[src/rtl/muldiv_unit_pkg.sv]
`default_nettype none
// ============================================================================
//  Module      : muldiv_unit_pkg
//  Description : Shared definitions for the iterative multiply/divide unit:
//                operation encodings, FSM state encodings and width defaults.
//  Revision    : 1.0 - initial release
// ============================================================================
package muldiv_unit_pkg;

    localparam int WIDTH_DEFAULT = 32;
    localparam int CNT_W_DEFAULT = 5;

    typedef logic [1:0] op_t;

    // Bit 1 selects divide, bit 0 selects unsigned.
    localparam op_t OP_MULT  = 2'b00;
    localparam op_t OP_MULTU = 2'b01;
    localparam op_t OP_DIV   = 2'b10;
    localparam op_t OP_DIVU  = 2'b11;

    localparam logic [1:0] ST_IDLE = 2'd0;
    localparam logic [1:0] ST_CALC = 2'd1;
    localparam logic [1:0] ST_FIX  = 2'd2;

    function automatic logic opIsDiv(input op_t o);
        return o[1];
    endfunction

    function automatic logic opIsSigned(input op_t o);
        return ~o[0];
    endfunction

endpackage
`default_nettype wire

[src/rtl/muldiv_unit.sv]
`default_nettype none
// ============================================================================
//  Module      : muldiv_unit
//  Description : Iterative MULT/MULTU/DIV/DIVU unit owning the HI/LO
//                registers. One bit per cycle (shift-add multiply, restoring
//                divide), followed by a sign fix-up / write-back cycle.
//  Revision    : 1.0 - initial release
//
//  Ports:
//    clk    in   1      rising-edge clock
//    rst    in   1      synchronous active-low reset
//    start  in   1      launch op with a, b (accepted only when idle)
//    op     in   2      00 MULT, 01 MULTU, 10 DIV, 11 DIVU
//    a      in   WIDTH  rs operand
//    b      in   WIDTH  rt operand
//    mthi   in   1      write a into HI (idle only)
//    mtlo   in   1      write a into LO (idle only)
//    cancel in   1      abort running op (only with MULDIV_CANCEL_EN)
//    hi     out  WIDTH  HI register
//    lo     out  WIDTH  LO register
//    busy   out  1      operation in progress
//    done   out  1      one-cycle pulse, HI/LO hold a fresh result
//
//  Build option: define MULDIV_CANCEL_EN to add the cancel input.
// ============================================================================
module muldiv_unit
    import muldiv_unit_pkg::*;
#(
    parameter int WIDTH = WIDTH_DEFAULT,
    parameter int CNT_W = CNT_W_DEFAULT
) (
    input  logic             clk,
    input  logic             rst,
    input  logic             start,
    input  logic [1:0]       op,
    input  logic [WIDTH-1:0] a,
    input  logic [WIDTH-1:0] b,
    input  logic             mthi,
    input  logic             mtlo,
`ifdef MULDIV_CANCEL_EN
    input  logic             cancel,
`endif
    output logic [WIDTH-1:0] hi,
    output logic [WIDTH-1:0] lo,
    output logic             busy,
    output logic             done
);

    localparam logic [CNT_W-1:0] c_LAST_ITER = CNT_W'(WIDTH - 1);

    logic [1:0]       r_state;
    logic [CNT_W-1:0] r_cnt;
    logic             r_isDiv;
    logic             r_divZero;
    logic             r_signQ;
    logic             r_signR;
    // Multiplicand, divisor, or raw dividend when dividing by zero.
    logic [WIDTH-1:0] r_opnd;
    // Multiply: upper product half. Divide: partial remainder.
    logic [WIDTH-1:0] r_accHi;
    // Multiply: multiplier shifting out / product low half shifting in.
    // Divide: dividend shifting out / quotient shifting in.
    logic [WIDTH-1:0] r_accLo;
    logic [WIDTH-1:0] r_hi;
    logic [WIDTH-1:0] r_lo;
    logic             r_done;

    logic             w_cancel;
    logic             w_signed;
    logic             w_divOp;
    logic             w_divZero;
    logic [WIDTH-1:0] w_absA;
    logic [WIDTH-1:0] w_absB;
    logic [WIDTH:0]   w_mulSum;
    logic [WIDTH:0]   w_divShift;
    logic             w_divGe;
    logic [WIDTH-1:0] w_divDiff;
    logic [WIDTH-1:0] w_fixHi;
    logic [WIDTH-1:0] w_fixLo;
    logic [2*WIDTH-1:0] w_prodFix;

`ifdef MULDIV_CANCEL_EN
    assign w_cancel = cancel;
`else
    assign w_cancel = 1'b0;
`endif

    function automatic logic [WIDTH-1:0] negIf(input logic neg, input logic [WIDTH-1:0] v);
        return neg ? (~v + WIDTH'(1)) : v;
    endfunction

    function automatic logic [2*WIDTH-1:0] negIfWide(input logic neg, input logic [2*WIDTH-1:0] v);
        return neg ? (~v + (2*WIDTH)'(1)) : v;
    endfunction

    // Operand conditioning at the accept edge.
    assign w_signed  = opIsSigned(op);
    assign w_divOp   = opIsDiv(op);
    assign w_divZero = w_divOp && (b == '0);
    assign w_absA    = (w_signed && a[WIDTH-1]) ? (~a + WIDTH'(1)) : a;
    assign w_absB    = (w_signed && b[WIDTH-1]) ? (~b + WIDTH'(1)) : b;

    // Shift-add step: add the multiplicand when the current multiplier bit
    // is set, then shift the whole {accHi, accLo} pair right by one.
    assign w_mulSum = {1'b0, r_accHi} + (r_accLo[0] ? {1'b0, r_opnd} : '0);

    // Restoring step: the remainder stays below the divisor, so the shifted
    // value needs one extra bit but the difference always fits in WIDTH.
    assign w_divShift = {r_accHi, r_accLo[WIDTH-1]};
    assign w_divGe    = (w_divShift >= {1'b0, r_opnd});
    assign w_divDiff  = w_divShift[WIDTH-1:0] - r_opnd;

    assign w_prodFix = negIfWide(r_signQ, {r_accHi, r_accLo});

    always_comb begin
        w_fixHi = '0;
        w_fixLo = '0;
        if (r_divZero) begin
            w_fixHi = r_opnd;
            w_fixLo = '1;
        end else if (r_isDiv) begin
            w_fixHi = negIf(r_signR, r_accHi);
            w_fixLo = negIf(r_signQ, r_accLo);
        end else begin
            w_fixHi = w_prodFix[2*WIDTH-1:WIDTH];
            w_fixLo = w_prodFix[WIDTH-1:0];
        end
    end

    always_ff @(posedge clk) begin
        if (!rst) begin
            r_state   <= ST_IDLE;
            r_cnt     <= '0;
            r_isDiv   <= 1'b0;
            r_divZero <= 1'b0;
            r_signQ   <= 1'b0;
            r_signR   <= 1'b0;
            r_opnd    <= '0;
            r_accHi   <= '0;
            r_accLo   <= '0;
            r_hi      <= '0;
            r_lo      <= '0;
            r_done    <= 1'b0;
        end else begin
            r_done <= 1'b0;
            if (w_cancel && (r_state != ST_IDLE)) begin
                // Flush: drop the partial result, HI/LO untouched.
                r_state <= ST_IDLE;
            end else begin
                case (r_state)
                    ST_IDLE: begin
                        if (start) begin
                            r_isDiv   <= w_divOp;
                            r_divZero <= w_divZero;
                            r_signQ   <= w_signed & (a[WIDTH-1] ^ b[WIDTH-1]);
                            r_signR   <= w_signed & a[WIDTH-1];
                            r_cnt     <= '0;
                            r_accHi   <= '0;
                            if (w_divZero) begin
                                // HI receives the untouched dividend.
                                r_opnd  <= a;
                                r_accLo <= '0;
                                r_state <= ST_FIX;
                            end else begin
                                r_opnd  <= w_divOp ? w_absB : w_absA;
                                r_accLo <= w_divOp ? w_absA : w_absB;
                                r_state <= ST_CALC;
                            end
                        end else begin
                            if (mthi) begin
                                r_hi <= a;
                            end
                            if (mtlo) begin
                                r_lo <= a;
                            end
                        end
                    end
                    ST_CALC: begin
                        r_cnt <= r_cnt + CNT_W'(1);
                        if (r_isDiv) begin
                            r_accHi <= w_divGe ? w_divDiff : w_divShift[WIDTH-1:0];
                            r_accLo <= {r_accLo[WIDTH-2:0], w_divGe};
                        end else begin
                            r_accHi <= w_mulSum[WIDTH:1];
                            r_accLo <= {w_mulSum[0], r_accLo[WIDTH-1:1]};
                        end
                        if (r_cnt == c_LAST_ITER) begin
                            r_state <= ST_FIX;
                        end
                    end
                    ST_FIX: begin
                        r_hi    <= w_fixHi;
                        r_lo    <= w_fixLo;
                        r_done  <= 1'b1;
                        r_state <= ST_IDLE;
                    end
                    default: begin
                        r_state <= ST_IDLE;
                    end
                endcase
            end
        end
    end

    assign hi   = r_hi;
    assign lo   = r_lo;
    assign busy = (r_state != ST_IDLE);
    assign done = r_done;

endmodule
`default_nettype wire

[config.mk]
export PLATFORM = sky130hd
export DESIGN_NAME = muldiv_unit
export DESIGN_NICKNAME = d
export VERILOG_FILES = /design/src/rtl/muldiv_unit_pkg.sv /design/src/rtl/muldiv_unit.sv
export SDC_FILE = /design/constraint.sdc
export NUM_CORES = 1
export LEC_CHECK = 0
export BUFFER_PORTS_ARGS = -buffer_cell sky130_fd_sc_hd__buf_2
export CELL_PAD_IN_SITES_DETAIL_PLACEMENT = 1
export CELL_PAD_IN_SITES_GLOBAL_PLACEMENT = 1
export CORE_UTILIZATION = 46
export CTS_BUF_LIST = sky130_fd_sc_hd__clkbuf_8
export CTS_CLUSTER_SIZE = 12
export DETAILED_ROUTE_END_ITERATION = 10
export HOLD_SLACK_MARGIN = 0.02
export PLACE_DENSITY = 0.87
export SYNTH_ARGS = -nofsm -noshare
export SYNTH_HDL_FRONTEND = slang
export SYNTH_SLANG_ARGS = --single-unit
export TNS_END_PERCENT = 1
[constraint.sdc]
create_clock -name clk -period 4.59 [get_ports clk]
set_input_delay 0.2295 -clock clk [delete_from_list [all_inputs] [get_ports clk]]
set_output_delay 0.2295 -clock clk [all_outputs]
set_load 0.03 [all_outputs]
==> results of run 1 <==
final cells by class:
class	count	area share (%)
clock buffer	18	1.50
clock inverter	14	0.719
inverter	68	1.55
multi-input combinational	1685	65.8
sequential	172	20.9
tap	442	3.35
timing repair buffer	181	6.24
per-stage QoR:
stage	util (%)	total power, µW
after detailed placement	49.8	3330
after global placement	49.8	3270
after floorplan	-	2770
after CTS	50.9	4410
after global routing	50.9	4630
final	50.9	4470
routing by layer:
layer | vias to the layer above | track usage (%) | wire length, µm
li1 | 7746 | - | -
met1 | 8640 | 51.2 | 27600
met2 | 1030 | 60.8 | 29600
met3 | 259 | 7.84 | 6640
met4 | 2 | 23.1 | 4050
met5 | - | 0 | 13
worst min-delay path: cells and delay by family:
kind	cells	cell delay, ns
buffers and inverters	1	0.13
AND/OR/NAND/NOR	1	0.09
AO/OA/AOI/OAI	1	0.09
logic make-up (layout without fill, tap and decap cells):
kind of cell | after synthesis | count (layout) | synth area share (%)
flip-flops | 172 | 172 | 22.7
adder cells (fa/ha/maj) | 72 | 72 | 6.04
AND/OR/NAND/NOR | 598 | 598 | 19.0
AO/OA/AOI/OAI | 786 | 786 | 32.6
multiplexers | 61 | 61 | 4.15
XOR/XNOR | 168 | 168 | 9.70
buffers and inverters | 226 | 281 | 5.81
cells in the final DEF (no fill, tap or decap), types with 10 or more instances in the layout:
cell type	synthesis	final
inv_1	66	68
a21oi_1	230	230
and2_1	13	12
xnor2_1	106	106
a31oi_1	22	22
buf_4	1	44
nand2b_1	16	16
and3_1	21	21
a211oi_1	31	31
o22ai_1	27	27
a41oi_1	11	11
a22oi_1	43	43
o211ai_1	24	24
ha_1	70	70
o21ai_0	204	204
nor4_1	16	16
a221oi_1	16	16
dfxtp_1	172	170
buf_2	5	136
mux2i_1	46	46
xor2_1	62	62
o31ai_1	14	14
mux2_2	15	15
nor2b_1	17	15
or4_1	16	16
o41ai_1	10	10
o221ai_1	18	18
nand4_1	16	16
o21a_1	11	11
clkbuf_8	0	18
or3_1	17	16
nand3_1	46	46
a21o_1	51	51
nor2_1	201	201
nand2_1	140	139
nor3_1	48	48
power breakdown:
part / switching [µW] / leakage (µW) / total [µW] / internal, µW
clock network: 655 / 0.000195 / 1100 / 445
registers: 148 / 0.00141 / 1740 / 1590
logic: 1070 / 0.00525 / 1640 / 564
state kept, by name, indices dropped and copies added, names as in the netlist:
| name | count |
|---|---|
| r_signR | 1 |
| hi | 32 |
| done | 1 |
| r_isDiv | 1 |
| r_divZero | 1 |
| r_opnd | 32 |
| r_accHi | 32 |
| r_signQ | 1 |
| lo | 32 |
| r_cnt | 5 |
| r_state | 2 |
| r_accLo | 32 |
final timing paths:
path / to / slack, ns / cells after the start
setup / recovery: r_accHi[30] / 0.27 / 12
hold reg to reg: hi[10] / 0.48 / 2
setup reg to reg: r_accHi[30] / 0.27 / 12
hold / removal: r_opnd[0] / 0.06 / 3
==> results.md, run 1 <==
- Cell taking the most area after synthesis: dfxtp_1
- Slew Limit Fails: 0
- Yosys top cell area share: 22.7%
- Starting Density: 46.7%
- Synth cell types: 79
- Kind of critical path: register to register
- Primary FF master, synth: dfxtp_1
- HP Start: b[0]
- WL final: 67.8 mm
- Outcome: completed
- Die Area: 33,700 µm²
- Synth Register Bits: 172
- GRT overflow: 0
- 1st-iter DRT viols: 2,276
- FF-to-FF Start: r_accLo[0]
- Peak supply drop: 0.000203 V
- Die Span Y: 184 µm
- Global placer's final weighted congestion: 1.02
- Synthesized area: 15,200 µm²
- CTS H-tree lvls: 4
- RSZ-0062 raised after global routing: no
- Data required, critical path: 5.01 ns
- Global Route Usage Sum: 39.5%
- Diodes inserted: 0
- Layout cells sized above 1: 12.3%
- Slew margin rel.: 9.36%
- HP Class: primary input to register
- Vias in the first global route: 17,100
- Filler instances: 4,246
- Max_cap viols: 0
- Hpwl dp: 50.0 mm
- Synth Net Count: 2,226
- Slowest CP cell: inv_1
- Layout Cells excl Fill: 2,580
- Fin nets: 2,268
- Crit path launch type: register
- Crit path max fanout: 19
- Syn avg cell area: 7.28 µm²
- Antenna viol nets, final: 0
- FFs w/ async S/R, synth: 0%
- Final Instance Area: 16,500 µm²
- Row count: 66
- CTS Hold Bufs: 0
- Fin crit period: 4.32 ns
- Worst skew pair latency: 0.52 ns
- DR WL/cell: 26.3 µm
- Critical path arrival: 4.73 ns
- Fmax: 0.232 GHz
- Worst setup startpoint: r_accLo[0]
- Post-DP Area: 16,200 µm²
- Final hold slack: 0.0572 ns
- Most numerous cell in the Yosys netlist: a21oi_1
- CP top delay family: compound AO/OA/AOI/OAI gates
- Final setup margin: 0.273 ns
- Area Growth Syn to Fin: 8.93%
- Setup TNS: 0 ns
- Top cells by area, synth: dfxtp_1 (23%), a21oi_1 (7.6%), o21ai_0 (6.7%), xnor2_1 (6.1%), ha_1 (5.8%)
- Core Region: 32,500 µm²
- CTS tree: yes
- Synthesis Warnings: 0
- Clk_skew: 0.0173 ns
- Via-per-instance ratio: 6.85
- Io pins: 137
- Worst path buffer plus inverter count: 1
- Initial antenna violation count: 3
- Setup crit end kind: register
- Sink Count: 172
- Sequential cell area: 3450 µm²
- Area of the multi-input gates: 10,900 µm²
- Static leakage: 0.00685 µW
- P per Cell Area: 271 nW/µm²
- I/O Buffers: 136
- Via Count: 17,700
- Die Wd: 184 µm
- Most frequent CP cell: o21ai_0
- Seq/Total Area, Yosys: 22.7%
- Cell count after placement: 2,548
- Synth top cells by count: a21oi_1 (230), o21ai_0 (204), nor2_1 (201)
- Period utilisation layout: 94.1%
- Largest net degree at the start of global routing: 73
- Clock input transition at the sequential cells of the worst setup and hold paths: 0.10 ns
- Post-synth EDFFs: 0
- Crit path largest cell delay: 0.62 ns
- Final hold viol count: 0
- Place WS: 0.465 ns
- Post-CTS setup buffers: 0
- Mapped Cells: 2,083
- First-pass GRT wire length: 102 mm
- Tightest Pin Transition: 1.36 ns
- CP cell instances: inv_1 > nor2_1 > ha_1 > a21o_1 > o21bai_1 > o31a_1 > a211oi_1 > o21ai_0 > a31oi_1 > o21ai_0 > xor2_1 > a221o_1
- Post-CTS sizing: 0
- Root buffer cell: clkbuf_8
- CTS Buf Count: 17
- Clock Tree Buf Depth: 2
- Pre-antenna DRT Iters: 6
- # DRC: 0
- Final Setup Violations: 0
Note: power is estimated with default switching activity, not from simulation.
==> run 2, diff against run 1 <==
- CORE_ASPECT_RATIO: unset -> 2
- GPL_ROUTABILITY_DRIVEN: unset -> 0
==> run 2 against run 1 <==
Net effect:
- the run now ends with DRC left
- clock power rose by 10%
- non-clock buffer count rose by 11
- global-route usage rose by 11 points
- utilization rose by 0.69 points
- final cell count rose by 0.31%
- maximum frequency rose by 2.3%
- clock skew rose by 0.0011 ns
- via count rose by 5.7%
- count of clock-buffer cells in the layout rose by 1
- worst setup slack improved by 0.098 ns
- first-iteration DRC count fell by 9.5%
- largest cell class unchanged
==> results.md, run 2 (synthesized netlist as in run 1, its figures left out) <==
- Area Growth Syn to Fin: 10.0%
- Max_cap viols: 0 (unchanged)
- Place WS: 0.536 ns (+0.0713 ns)
- Most frequent cells in the layout: a21oi_1 (229), o21ai_0 (203), nor2_1 (200), dfxtp_1 (170), nand2_1 (139)
- Layout Cells excl Fill: 2,588 (+0.31%)
- Via-per-instance ratio: 7.22 (+5.3%)
- Die Wd: 130 µm (-29%)
- Comb power frac: 38.0% (+1.4 points)
- Fin crit period: 4.22 ns (-0.0981 ns)
- Initial antenna violation count: 16 (+13)
- Antenna viol nets, final: 0 (unchanged)
- Sink Count: 172 (unchanged)
- Io pins: 137 (unchanged)
- Period utilisation layout: 91.9% (-2.1 points)
- Final hold slack: 0.109 ns (+0.0520 ns)
- Final Setup Violations: 0 (unchanged)
- DR WL/cell: 31.6 µm (+20%)
- Crit path max fanout: 20 (+1)
- Clk_skew: 0.0184 ns (+0.00112 ns)
- RSZ-0062 raised after global routing: no
- Layout cells sized above 1: 13.0% (+0.73 points)
- Net switching power: 2060 µW (+9.8%)
- 1st-iter DRT viols: 2,060 (-9.5%)
- Pre-antenna DRT Iters: 11 (+5)
- Most common cell after layout, fill and taps aside: a21oi_1
- Worst skew pair latency: 0.53 ns (about the same)
- Data required, critical path: 5.03 ns (+0.02 ns)
- First-pass GRT wire length: 121 mm (+18%)
- CTS Hold Bufs: 0 (unchanged)
- Outcome: finished, violations left
- Final setup margin: 0.371 ns (+0.0981 ns)
- Critical path arrival: 4.66 ns (-0.07 ns)
- Core Region: 32,300 µm² (-0.32%)
- Failing checks: DRC
- Tightest Pin Transition: 1.32 ns (-0.0355 ns)
- Seq pwr share: 36.5% (-2.3 points)
- Fin nets: 2,279 (+0.49%)
- HP Class: primary input to register
- Crit path launch type: register
- Cell internal pwr: 2700 µW (+4.0%)
- Final hold viol count: 0 (unchanged)
- Post-CTS setup buffers: 0 (unchanged)
- Filler instances: 4,216 (-0.71%)
- Clock Tree Buf Depth: 2 (unchanged)
- CTS Buf Count: 17 (unchanged)
- Peak supply drop: 0.000196 V (-3.4%)
- Clock input transition at the sequential cells of the worst setup and hold paths: 0.11 ns (about the same)
- Global Route Usage Sum: 50.1% (+11 points)
- Fmax: 0.237 GHz (+2.3%)
- Hpwl dp: 56.6 mm (+13%)
- Slew Limit Fails: 0 (unchanged)
- Static leakage: 0.00693 µW (+1.1%)
- GRT overflow: 0 (unchanged)
- Net Sw Frac: 43.2% (+1.3 points)
- Sequential cell area: 3450 µm² (unchanged)
- Kind of critical path: register to register
- Vias in the first global route: 18,900 (+10%)
- CTS tree: yes
- Setup TNS: 0 ns (unchanged)
- Row count: 93 (+41%)
- Starting Density: 46.9% (+0.15 points)
- Setup crit end kind: register
- CTS H-tree lvls: 4 (unchanged)
- Cell count after placement: 2,543 (-0.20%)
- Die Span Y: 259 µm (+41%)
- I/O Buffers: 136 (unchanged)
- Root buffer cell: clkbuf_8
- P per Cell Area: 285 nW/µm² (+5.3%)
- Via Count: 18,700 (+5.7%)
- Power share of the clock group: 25.5% (+0.9 points)
- Area of the multi-input gates: 10,900 µm² (+0.16%)
- WL final: 81.8 mm (+21%)
- # DRC: 2 (+2)
- Slew margin rel.: 11.3% (+2.0 points)
- Die Area: 33,700 µm² (+0.13%)
- Largest net degree at the start of global routing: 70 (-4.1%)
==> run 2: changes by cell type in the layout (fill, tap and decap cells not counted), moves of 2 or more <==
| cell | previous run | this run |
|---|---|---|
| clkinv_2 | 3 | 1 |
| inv_8 | 0 | 3 |
| inv_1 | 68 | 66 |
| clkinv_4 | 0 | 2 |
| inv_6 | 6 | 3 |
| diode_2 | 0 | 12 |
| buf_4 | 44 | 54 |
==> run 2: path summary, 6_finish.rpt <==
| check | from | end | slack (ns) | cells past startpoint |
|---|---|---|---|---|
| setup / recovery | r_accLo[0] | r_accHi[29] | 0.37 | 13 |
| hold / removal | a[2] | hi[2] | 0.11 | 3 |
| setup reg to reg | r_accLo[0] | r_accHi[29] | 0.37 | 13 |
| hold reg to reg | r_cnt[4] | r_cnt[4] | 0.49 | 2 |
==> run 2: power by group through the flow <==
stage / Sequential, µW / Clock (µW) / Combinational, µW
after floorplan: 1740 / 0 / 1030
after global placement: 1750 / 0 / 1580
after detailed placement: 1760 / 0 / 1630
after CTS: 1720 / 1200 / 1650
after global routing: 1740 / 1250 / 1890
final: 1740 / 1210 / 1810
==> run 2: what timing repair did <==
item                                   in CTS  in global routing
endpoints found under the hold margin       0                  0
gates resized for setup                     0                  2
setup endpoints to repair                   0                  2
==> run 2: worst max-delay path, stage by stage, from the launching register on <==
cell and delay [ns]:
dfxtp_1 0.40, inv_1 0.62, nor2_1 0.13, ha_1 0.40
a21oi_1 0.28, and2_1 0.18, nand3_1 0.18, a211oi_1 0.33
buf_4 0.22, nor3_1 0.06, a211oi_1 0.65, a21oi_1 0.25
mux2i_1 0.18, a32o_1 0.26
==> run 2: layout make-up <==
class / instances / area share (%)
sequential: 172 / 20.7
antenna: 12 / 0.180
clock buffer: 19 / 1.57
inverter: 68 / 1.54
multi-input combinational: 1685 / 65.2
timing repair buffer: 192 / 6.72
clock inverter: 13 / 0.937
tap: 427 / 3.20
==> run 2: metal layers <==
| layer | GRT usage [%] | part of all wire [%] | up-vias |
|---|---|---|---|
| met5 | 5.58 | 0.23 | - |
| met4 | 49.8 | 12 | 12 |
| met3 | 27.3 | 13 | 612 |
| met2 | 74.6 | 44 | 1361 |
| met1 | 46.8 | 31 | 8917 |
| li1 | - | - | 7778 |
==> run 2: metrics by stage <==
step	util, %	instance area (µm²)	power [µW]
floorplan	-	15200	2770
global placement	50.1	16200	3330
detailed placement	50.1	16200	3390
CTS	51.4	16600	4560
global route	51.5	16700	4880
finish	51.6	16700	4760
